<file path="config.mk">
export PLATFORM = sky130hd
export DESIGN_NAME = sprite_cmd_issuer_flat
export DESIGN_NICKNAME = d
export VERILOG_FILES = /design/src/rtl/sprite_cmd_pkg.sv /design/src/rtl/sprite_cmd_issuer_if.sv /design/src/rtl/sprite_cmd_issuer_table.sv /design/src/rtl/sprite_cmd_issuer.sv /design/src/flat_wrapper.sv
export SDC_FILE = /design/constraint.sdc
export NUM_CORES = 1
export LEC_CHECK = 0
export BUFFER_PORTS_ARGS = -buffer_cell sky130_fd_sc_hd__buf_2
export CAP_MARGIN = 20
export CORE_MARGIN = 10
export CORE_UTILIZATION = 61
export DETAILED_ROUTE_END_ITERATION = 10
export PLACE_DENSITY = 0.77
export SLEW_MARGIN = 20
export SYNTH_ARGS = -nofsm -noshare
export SYNTH_HDL_FRONTEND = slang
export SYNTH_SLANG_ARGS = --single-unit
</file>
<file path="constraint.sdc">
create_clock -name frame_clk -period 4.28 [get_ports frame_clk]
set_input_delay 0.856 -clock frame_clk [delete_from_list [all_inputs] [get_ports frame_clk]]
set_output_delay 0.856 -clock frame_clk [all_outputs]
set_load 0.05 [all_outputs]
</file>
<file path="src/rtl/sprite_cmd_pkg.sv">
// Shared types and constants for the sprite command issuer.
// Latency: n/a (types only).
// Backpressure: n/a.
package sprite_cmd_pkg;

  localparam int SPR_IMG_ID_W = 3;
  localparam int SPR_COORD_W  = 10;

  localparam int SCREEN_W = 640;
  localparam int SCREEN_H = 480;

  localparam logic [SPR_IMG_ID_W-1:0] IMG_MAIN_CHARACTER = 3'd0;
  localparam logic [SPR_IMG_ID_W-1:0] IMG_TILE           = 3'd1;

  typedef struct packed {
    logic                    valid;
    logic [SPR_IMG_ID_W-1:0] img_id;
    logic [SPR_COORD_W-1:0]  x;
    logic [SPR_COORD_W-1:0]  y;
  } sprite_entry_t;

  typedef enum logic [2:0] {
    ST_IDLE,
    ST_SCAN,
    ST_ISSUE,
    ST_RELEASE,
    ST_FINISH
  } state_t;

  function automatic logic on_screen(input logic [SPR_COORD_W-1:0] x,
                                     input logic [SPR_COORD_W-1:0] y);
    return (int'(x) < SCREEN_W) && (int'(y) < SCREEN_H);
  endfunction

endpackage

</file>
<file path="src/rtl/sprite_cmd_issuer_if.sv">
// Start/Done draw-command link between issuer (master) and accelerator (slave).
// Latency: combinational wires only.
// Backpressure: four-phase; Done held high until Start falls.
interface sprite_cmd_issuer_if #(
  parameter int IMG_ID_W = 3,
  parameter int COORD_W  = 10
) ();
  logic                Start;
  logic                Done;
  logic [IMG_ID_W-1:0] img_id;
  logic [COORD_W-1:0]  imgX;
  logic [COORD_W-1:0]  imgY;

  modport master (output Start, img_id, imgX, imgY, input Done);
  modport slave  (input Start, img_id, imgX, imgY, output Done);
endinterface

</file>
<file path="src/rtl/sprite_cmd_issuer_table.sv">
// Sprite entry register file: one synchronous write port, one combinational read port.
// Latency: write visible the cycle after tbl_we; read is same-cycle (old value on collision).
// Backpressure: none, writes always accepted.
module sprite_table
  import sprite_cmd_pkg::*;
#(
  parameter int  NUM_SPRITES = 16,
  localparam int IDX_W       = $clog2(NUM_SPRITES)
) (
  input  logic          frame_clk,
  input  logic          Reset,
  input  logic          we,
  input  logic [IDX_W-1:0] waddr,
  input  sprite_entry_t wdata,
  input  logic [IDX_W-1:0] raddr,
  output sprite_entry_t rdata
);

  sprite_entry_t mem [NUM_SPRITES];

  always_ff @(posedge frame_clk) begin
    if (Reset) begin
      for (int i = 0; i < NUM_SPRITES; i++) mem[i] <= '0;
    end else if (we) begin
      mem[waddr] <= wdata;
    end
  end

  assign rdata = mem[raddr];

endmodule

</file>
<file path="src/rtl/sprite_cmd_issuer.sv">
// Walks the sprite table on frame_start and issues one Start/Done command per valid entry.
// Latency: first Start 2 cycles after frame_start; 1 cycle per skipped entry. Build option: SPRITE_CULL_EN.
// Backpressure: each command waits for Done high, then Done low, before the next is issued.
module sprite_cmd_issuer
  import sprite_cmd_pkg::*;
#(
  parameter int  NUM_SPRITES = 16,
  parameter int  IMG_ID_W    = SPR_IMG_ID_W,
  parameter int  COORD_W     = SPR_COORD_W,
  localparam int IDX_W       = $clog2(NUM_SPRITES),
  localparam int CNT_W       = IDX_W + 1
) (
  input  logic                 frame_clk,
  input  logic                 Reset,
  input  logic                 frame_start,
  input  logic                 tbl_we,
  input  logic [IDX_W-1:0]     tbl_addr,
  input  logic                 tbl_valid,
  input  logic [IMG_ID_W-1:0]  tbl_img_id,
  input  logic [COORD_W-1:0]   tbl_x,
  input  logic [COORD_W-1:0]   tbl_y,
  sprite_cmd_issuer_if.master  acc,
  output logic                 busy,
  output logic                 overrun,
  output logic [CNT_W-1:0]     drawn_count
);

  state_t              state, state_nxt;
  logic [IDX_W-1:0]    idx, idx_nxt;
  logic [CNT_W-1:0]    cnt, cnt_nxt;
  logic                start_q, start_nxt;
  logic [IMG_ID_W-1:0] id_q, id_nxt;
  logic [COORD_W-1:0]  x_q, x_nxt, y_q, y_nxt;
  logic                busy_q, busy_nxt;
  logic                overrun_q, overrun_nxt;
  logic [CNT_W-1:0]    drawn_q, drawn_nxt;

  sprite_entry_t wr_entry, rd_entry;
  logic          issue_ok;
  logic          last;

  assign wr_entry = '{valid: tbl_valid, img_id: tbl_img_id, x: tbl_x, y: tbl_y};

  sprite_table #(.NUM_SPRITES(NUM_SPRITES)) u_table (
    .frame_clk (frame_clk),
    .Reset     (Reset),
    .we        (tbl_we),
    .waddr     (tbl_addr),
    .wdata     (wr_entry),
    .raddr     (idx),
    .rdata     (rd_entry)
  );

`ifdef SPRITE_CULL_EN
  assign issue_ok = rd_entry.valid && on_screen(rd_entry.x, rd_entry.y);
`else
  assign issue_ok = rd_entry.valid;
`endif

  assign last = (idx == IDX_W'(NUM_SPRITES - 1));

  always_comb begin
    state_nxt   = state;
    idx_nxt     = idx;
    cnt_nxt     = cnt;
    start_nxt   = start_q;
    id_nxt      = id_q;
    x_nxt       = x_q;
    y_nxt       = y_q;
    busy_nxt    = busy_q;
    drawn_nxt   = drawn_q;
    // A pass in progress (FINISH included) is never restarted; just flag it.
    overrun_nxt = overrun_q | (frame_start && (state != ST_IDLE));

    case (state)
      ST_IDLE: begin
        if (frame_start) begin
          idx_nxt   = '0;
          cnt_nxt   = '0;
          busy_nxt  = 1'b1;
          state_nxt = ST_SCAN;
        end
      end
      ST_SCAN: begin
        if (issue_ok) begin
          id_nxt    = rd_entry.img_id;
          x_nxt     = rd_entry.x;
          y_nxt     = rd_entry.y;
          start_nxt = 1'b1;
          state_nxt = ST_ISSUE;
        end else if (last) begin
          state_nxt = ST_FINISH;
        end else begin
          idx_nxt = idx + IDX_W'(1);
        end
      end
      ST_ISSUE: begin
        if (acc.Done) begin
          start_nxt = 1'b0;
          cnt_nxt   = cnt + CNT_W'(1);
          state_nxt = ST_RELEASE;
        end
      end
      ST_RELEASE: begin
        if (!acc.Done) begin
          if (last) begin
            state_nxt = ST_FINISH;
          end else begin
            idx_nxt   = idx + IDX_W'(1);
            state_nxt = ST_SCAN;
          end
        end
      end
      ST_FINISH: begin
        drawn_nxt = cnt;
        busy_nxt  = 1'b0;
        state_nxt = ST_IDLE;
      end
      default: state_nxt = ST_IDLE;
    endcase
  end

  always_ff @(posedge frame_clk) begin
    if (Reset) begin
      state     <= ST_IDLE;
      idx       <= '0;
      cnt       <= '0;
      start_q   <= 1'b0;
      id_q      <= '0;
      x_q       <= '0;
      y_q       <= '0;
      busy_q    <= 1'b0;
      overrun_q <= 1'b0;
      drawn_q   <= '0;
    end else begin
      state     <= state_nxt;
      idx       <= idx_nxt;
      cnt       <= cnt_nxt;
      start_q   <= start_nxt;
      id_q      <= id_nxt;
      x_q       <= x_nxt;
      y_q       <= y_nxt;
      busy_q    <= busy_nxt;
      overrun_q <= overrun_nxt;
      drawn_q   <= drawn_nxt;
    end
  end

  assign acc.Start   = start_q;
  assign acc.img_id  = id_q;
  assign acc.imgX    = x_q;
  assign acc.imgY    = y_q;
  assign busy        = busy_q;
  assign overrun     = overrun_q;
  assign drawn_count = drawn_q;

endmodule

</file>
<file path="src/flat_wrapper.sv">
// flat-port wrapper written by rule: the top's interface ports become plain ports
module sprite_cmd_issuer_flat import sprite_cmd_pkg::*;
#(
  parameter int  NUM_SPRITES = 16,
  parameter int  IMG_ID_W    = SPR_IMG_ID_W,
  parameter int  COORD_W     = SPR_COORD_W,
  localparam int IDX_W       = $clog2(NUM_SPRITES),
  localparam int CNT_W       = IDX_W + 1
)
  (frame_clk, Reset, frame_start, tbl_we, tbl_addr, tbl_valid, tbl_img_id, tbl_x, tbl_y, busy, overrun, drawn_count, acc_Start, acc_img_id, acc_imgX, acc_imgY, acc_Done);
  sprite_cmd_issuer_if #(.IMG_ID_W(IMG_ID_W), .COORD_W(COORD_W)) acc_i ();
  input  logic frame_clk;
  input  logic Reset;
  input  logic frame_start;
  input  logic tbl_we;
  input  logic [IDX_W-1:0] tbl_addr;
  input  logic tbl_valid;
  input  logic [IMG_ID_W-1:0] tbl_img_id;
  input  logic [COORD_W-1:0] tbl_x;
  input  logic [COORD_W-1:0] tbl_y;
  output logic busy;
  output logic overrun;
  output logic [CNT_W-1:0] drawn_count;
  output wire logic [$bits(acc_i.Start)-1:0] acc_Start;
  output wire logic [$bits(acc_i.img_id)-1:0] acc_img_id;
  output wire logic [$bits(acc_i.imgX)-1:0] acc_imgX;
  output wire logic [$bits(acc_i.imgY)-1:0] acc_imgY;
  input wire logic [$bits(acc_i.Done)-1:0] acc_Done;
  assign acc_Start = acc_i.Start;
  assign acc_img_id = acc_i.img_id;
  assign acc_imgX = acc_i.imgX;
  assign acc_imgY = acc_i.imgY;
  assign acc_i.Done = acc_Done;
  sprite_cmd_issuer #(.NUM_SPRITES(NUM_SPRITES), .IMG_ID_W(IMG_ID_W), .COORD_W(COORD_W)) u_core (.frame_clk(frame_clk), .Reset(Reset), .frame_start(frame_start), .tbl_we(tbl_we), .tbl_addr(tbl_addr), .tbl_valid(tbl_valid), .tbl_img_id(tbl_img_id), .tbl_x(tbl_x), .tbl_y(tbl_y), .acc(acc_i), .busy(busy), .overrun(overrun), .drawn_count(drawn_count));
endmodule
</file>
==> metrics.md <==
| Metric | Value |
|---|---|
| CP Cell Sequence | buf_4, nand2b_1, o21bai_1, o32ai_4, or4b_1, a221oi_1 |
| Initial antenna violation count | 2 |
| M3 GR Usage | 0.0557 |
| CTS H-tree depth | 2 |
| Status | completed |
| CP Capture Type | register |
| Area leader, netlist | edfxtp_1 |
| Setup violations, final | 0 |
| TritonCTS Buffers | 44 |
| Multi-input gate area | 0.00637 mm2 |
| Post-synthesis sequential area ratio | 0.652 |
| Buffers on Ports | 63 |
| Crit Path Class | register to register |
| Die width | 197 um |
| Die height | 197 um |
| Setup crit start kind | register |
| Primary FF master, synth | edfxtp_1 |
| Mean post-synth cell area | 15.7 um2 |
| Antenna Cells | 0 |
| Starting DRT DRC Count | 1,174 |
| Kind of cell adding the most delay to the critical path | compound AO/OA/AOI/OAI gates |
| Fin nets | 1,306 |
| Synth Net Count | 1,254 |
| Post-synthesis async set-or-reset flop share | 0 |
| Cell Area, Placed | 0.0200 mm2 |
| Yosys cell types | 43 |
| Boundary Pins | 64 |
| Top cell type's share of synthesized area | 0.603 |
| Pin count of the biggest net entering global routing | 47 |
| Top cells by area, synth | edfxtp_1 60%, mux4_2 14%, and2_1 13% |
| Setup bufs post-CTS | 0 |
| Share of cells above drive strength 1 | 0.244 |
| Peak fanout along the critical path | 15 |
| Setup TNS | 0 ns |
| Grt ovf | 0 |
| Psw | 0.00215 W |
| Part of the power in registers | 0.522 |
| Post-route setup slack | 1.38 ns |
| R2R depth | 6 |
| Pre-CTS WS | 1.26 ns |
| R2R setup slack | 1.38 ns |
| Final Non-Filler Cells | 1,702 |
| Fmax | 0.345 GHz |
| Post-DRT Antenna Nets | 0 |
| Routability cong. | 0.848 |
| Top Usage Layer GRT | met2 |
| Post-route clock skew | 0.0148 ns |
| WL/cell | 27.4 um |
| Maximum VDD drop | 378 uV |
| CP arrival | 3.31 ns |
| Routing usage on met2 | 0.387 |
| Combinational share of power | 0.086 |
| Critical-path top delay cell | dfxtp_2 |
| Final Critical Period | 2.90 ns |
| Worst Path Required | 4.69 ns |
| Slew Limit Fails | 0 |
| Internal | 0.00728 W |
| Sequential cell area | 0.0125 mm2 |
| Clock Sinks | 431 |
| Finished Core Util | 0.696 |
| Post-synthesis cell count | 1,219 |
| Hold Crit Start | u_core.acc.imgX[0] |
| First-pass GRT wire length | 70,300 um |
| Drt via density | 6.36 |
| Yosys reg bits | 431 |
| Number of synthesized flops with an enable pin | 384 |
| Core area | 0.0307 mm2 |
| Cts-stage hold buffer count | 0 |
| RSZ-0062 raised after global routing | no |
| Endpoints failing hold | 0 |
| Worst Max-Slew Pin Slew | 0.968 ns |
| Final period util | 0.677 |
| Clock power frac | 0.392 |
| HP Class | register to register |
| Dpl hpwl | 26,800 um |
| Worst Path Buf+Inv | 1 |
| Met1 Use GR | 0.334 |
| Area growth from synthesis to layout | 11.9% |
| Die ar. | 0.0388 mm2 |
| Crit-path max cell delay | 0.76 ns |
| Worst rel slew slack | 0.350 |
| Total track usage | 0.244 |
| Leakage | 7.35 nW |
| Vias in the first global route | 11,200 |
| Hold Crit Depth | 2 |
| Via count | 10,800 |
| Final WL | 46,600 um |
| Worst-Skew Late Latency | 0.54 ns |
| CTS tree | built |
| YS warnings | 0 |
| Clock Tree Root | clkbuf_16 |
| Buffers from clock root to sink, at most | 3 |
| Finished Cell Area | 0.0214 mm2 |
| Drt pass-1 iters | 5 |
| Synth Cell Area | 0.0191 mm2 |
| Sw Ratio | 0.228 |
| Clock transition at path regs | 0.06 ns |
| Initial Util | 0.622 |
| Fill count | 2,005 |
| Cell Rows | 64 |
| # DRC | 0 |
| Hold Path Sink | u_core.acc.imgX[0] |
| Pwr Density | 441 mW/mm2 |
| Max Cap Viol | 0 |
| Post-CTS resize count | 0 |
| # placed instances | 1,621 |
## per-stage QoR
stage                     total power [W]  hold WS (ns)
after CTS                         0.00946         0.489
after detailed placement          0.00582         0.469
after global routing              0.00971         0.525
final                             0.00944         0.488
after floorplan                   0.00555         0.462
after global placement            0.00580         0.448
## worst min-delay path: cells and delay by family, from the launching register on
| family | cells | cell delay, ns |
|---|---|---|
| and+or+nand+nor | 1 | 0.07 |
| muxes | 1 | 0.06 |
| DFF | 1 | 0.32 |
## Yosys cell counts, types with 2 or more instances
cell type / number
a211oi_1: 3
a21oi_1: 5
a221o_1: 2
a221oi_1: 4
and2_1: 384
buf_1: 5
buf_2: 2
buf_4: 3
buf_6: 12
clkbuf_1: 74
dfxtp_1: 47
edfxtp_1: 384
ha_1: 2
inv_1: 6
mux2_2: 2
mux2i_1: 32
mux4_2: 115
nand2_1: 18
nand2b_1: 6
nand3_1: 4
nand4_1: 4
nor2_1: 54
nor2b_1: 3
nor3_1: 5
nor3b_1: 2
o21ai_0: 12
o31ai_1: 2
o32ai_1: 5
or2_2: 5
or3_1: 2
xor2_1: 3
## placed cells by master (no fill, tap or decap), drive strengths merged, types with 5 or more instances in the layout
master	netlist	routed
and2	384	384
edfxtp	384	384
mux4	115	115
buf	22	102
clkbuf	74	61
nor2	54	54
dfxtp	47	47
mux2i	32	32
nand2	18	18
clkinv	0	16
o21ai	13	13
inv	6	8
nand2b	6	6
nor3	6	6
or2	5	5
a21oi	5	5
o32ai	5	5
## worst max path at each step
stage	endpoint	slack (ns)	cells after the start
after floorplan	u_core.u_table.mem[1][0]	0.38	6
after global placement	u_core.u_table.mem[12][21]	1.29	7
after detailed placement	u_core.u_table.mem[12][3]	1.26	7
after CTS	register	1.39	6
after global routing	register	1.21	7
final	register	1.38	6
## per-layer routing
metal | up-vias | share of wire
li1 | 4587 | -
met1 | 5573 | 0.39
met2 | 560 | 0.48
met3 | 99 | 0.10
met4 | 0 | 0.025
met5 | - | 0
## flip-flops by register name, indices dropped and copies added (netlist names), 3 cells and up, named ones only
register,count
u_core.cnt,5
u_core.idx,4
u_core.acc.img_id,3
u_core.acc.imgY,10
u_core.state,3
u_core.acc.imgX,10
u_core.drawn_count,5
u_core.u_table.mem,384
## power by group through the flow
stage | sequential [W] | clock (W) | combinational [W]
floorplan | 0.00503 | 0 | 0.000522
global placement | 0.00500 | 0 | 0.000795
detailed placement | 0.00501 | 0 | 0.000809
CTS | 0.00493 | 0.00372 | 0.000811
global route | 0.00495 | 0.00390 | 0.000856
finish | 0.00493 | 0.00370 | 0.000808
## final cells by class
cell class              instances  area share
multi-input cells             686       0.298
inverters                       6     0.00105
flip-flops and latches        431       0.583
clock inverters                20     0.00690
repair buffers                102      0.0296
clock buffers                  61      0.0578
well taps                     396      0.0232
## cell families after synthesis
kind of cell / Yosys count / share of synthesized area
DFF: 431 / 0.652
adders and majority gates: 2 / 0.00131
AOI/OAI and AO/OA: 40 / 0.0141
xor gates and xnor gates: 3 / 0.00137
and+or+nand+nor: 491 / 0.151
muxes: 150 / 0.154
buffers and inverters: 102 / 0.0255
(Power assumes the default switching activity.)
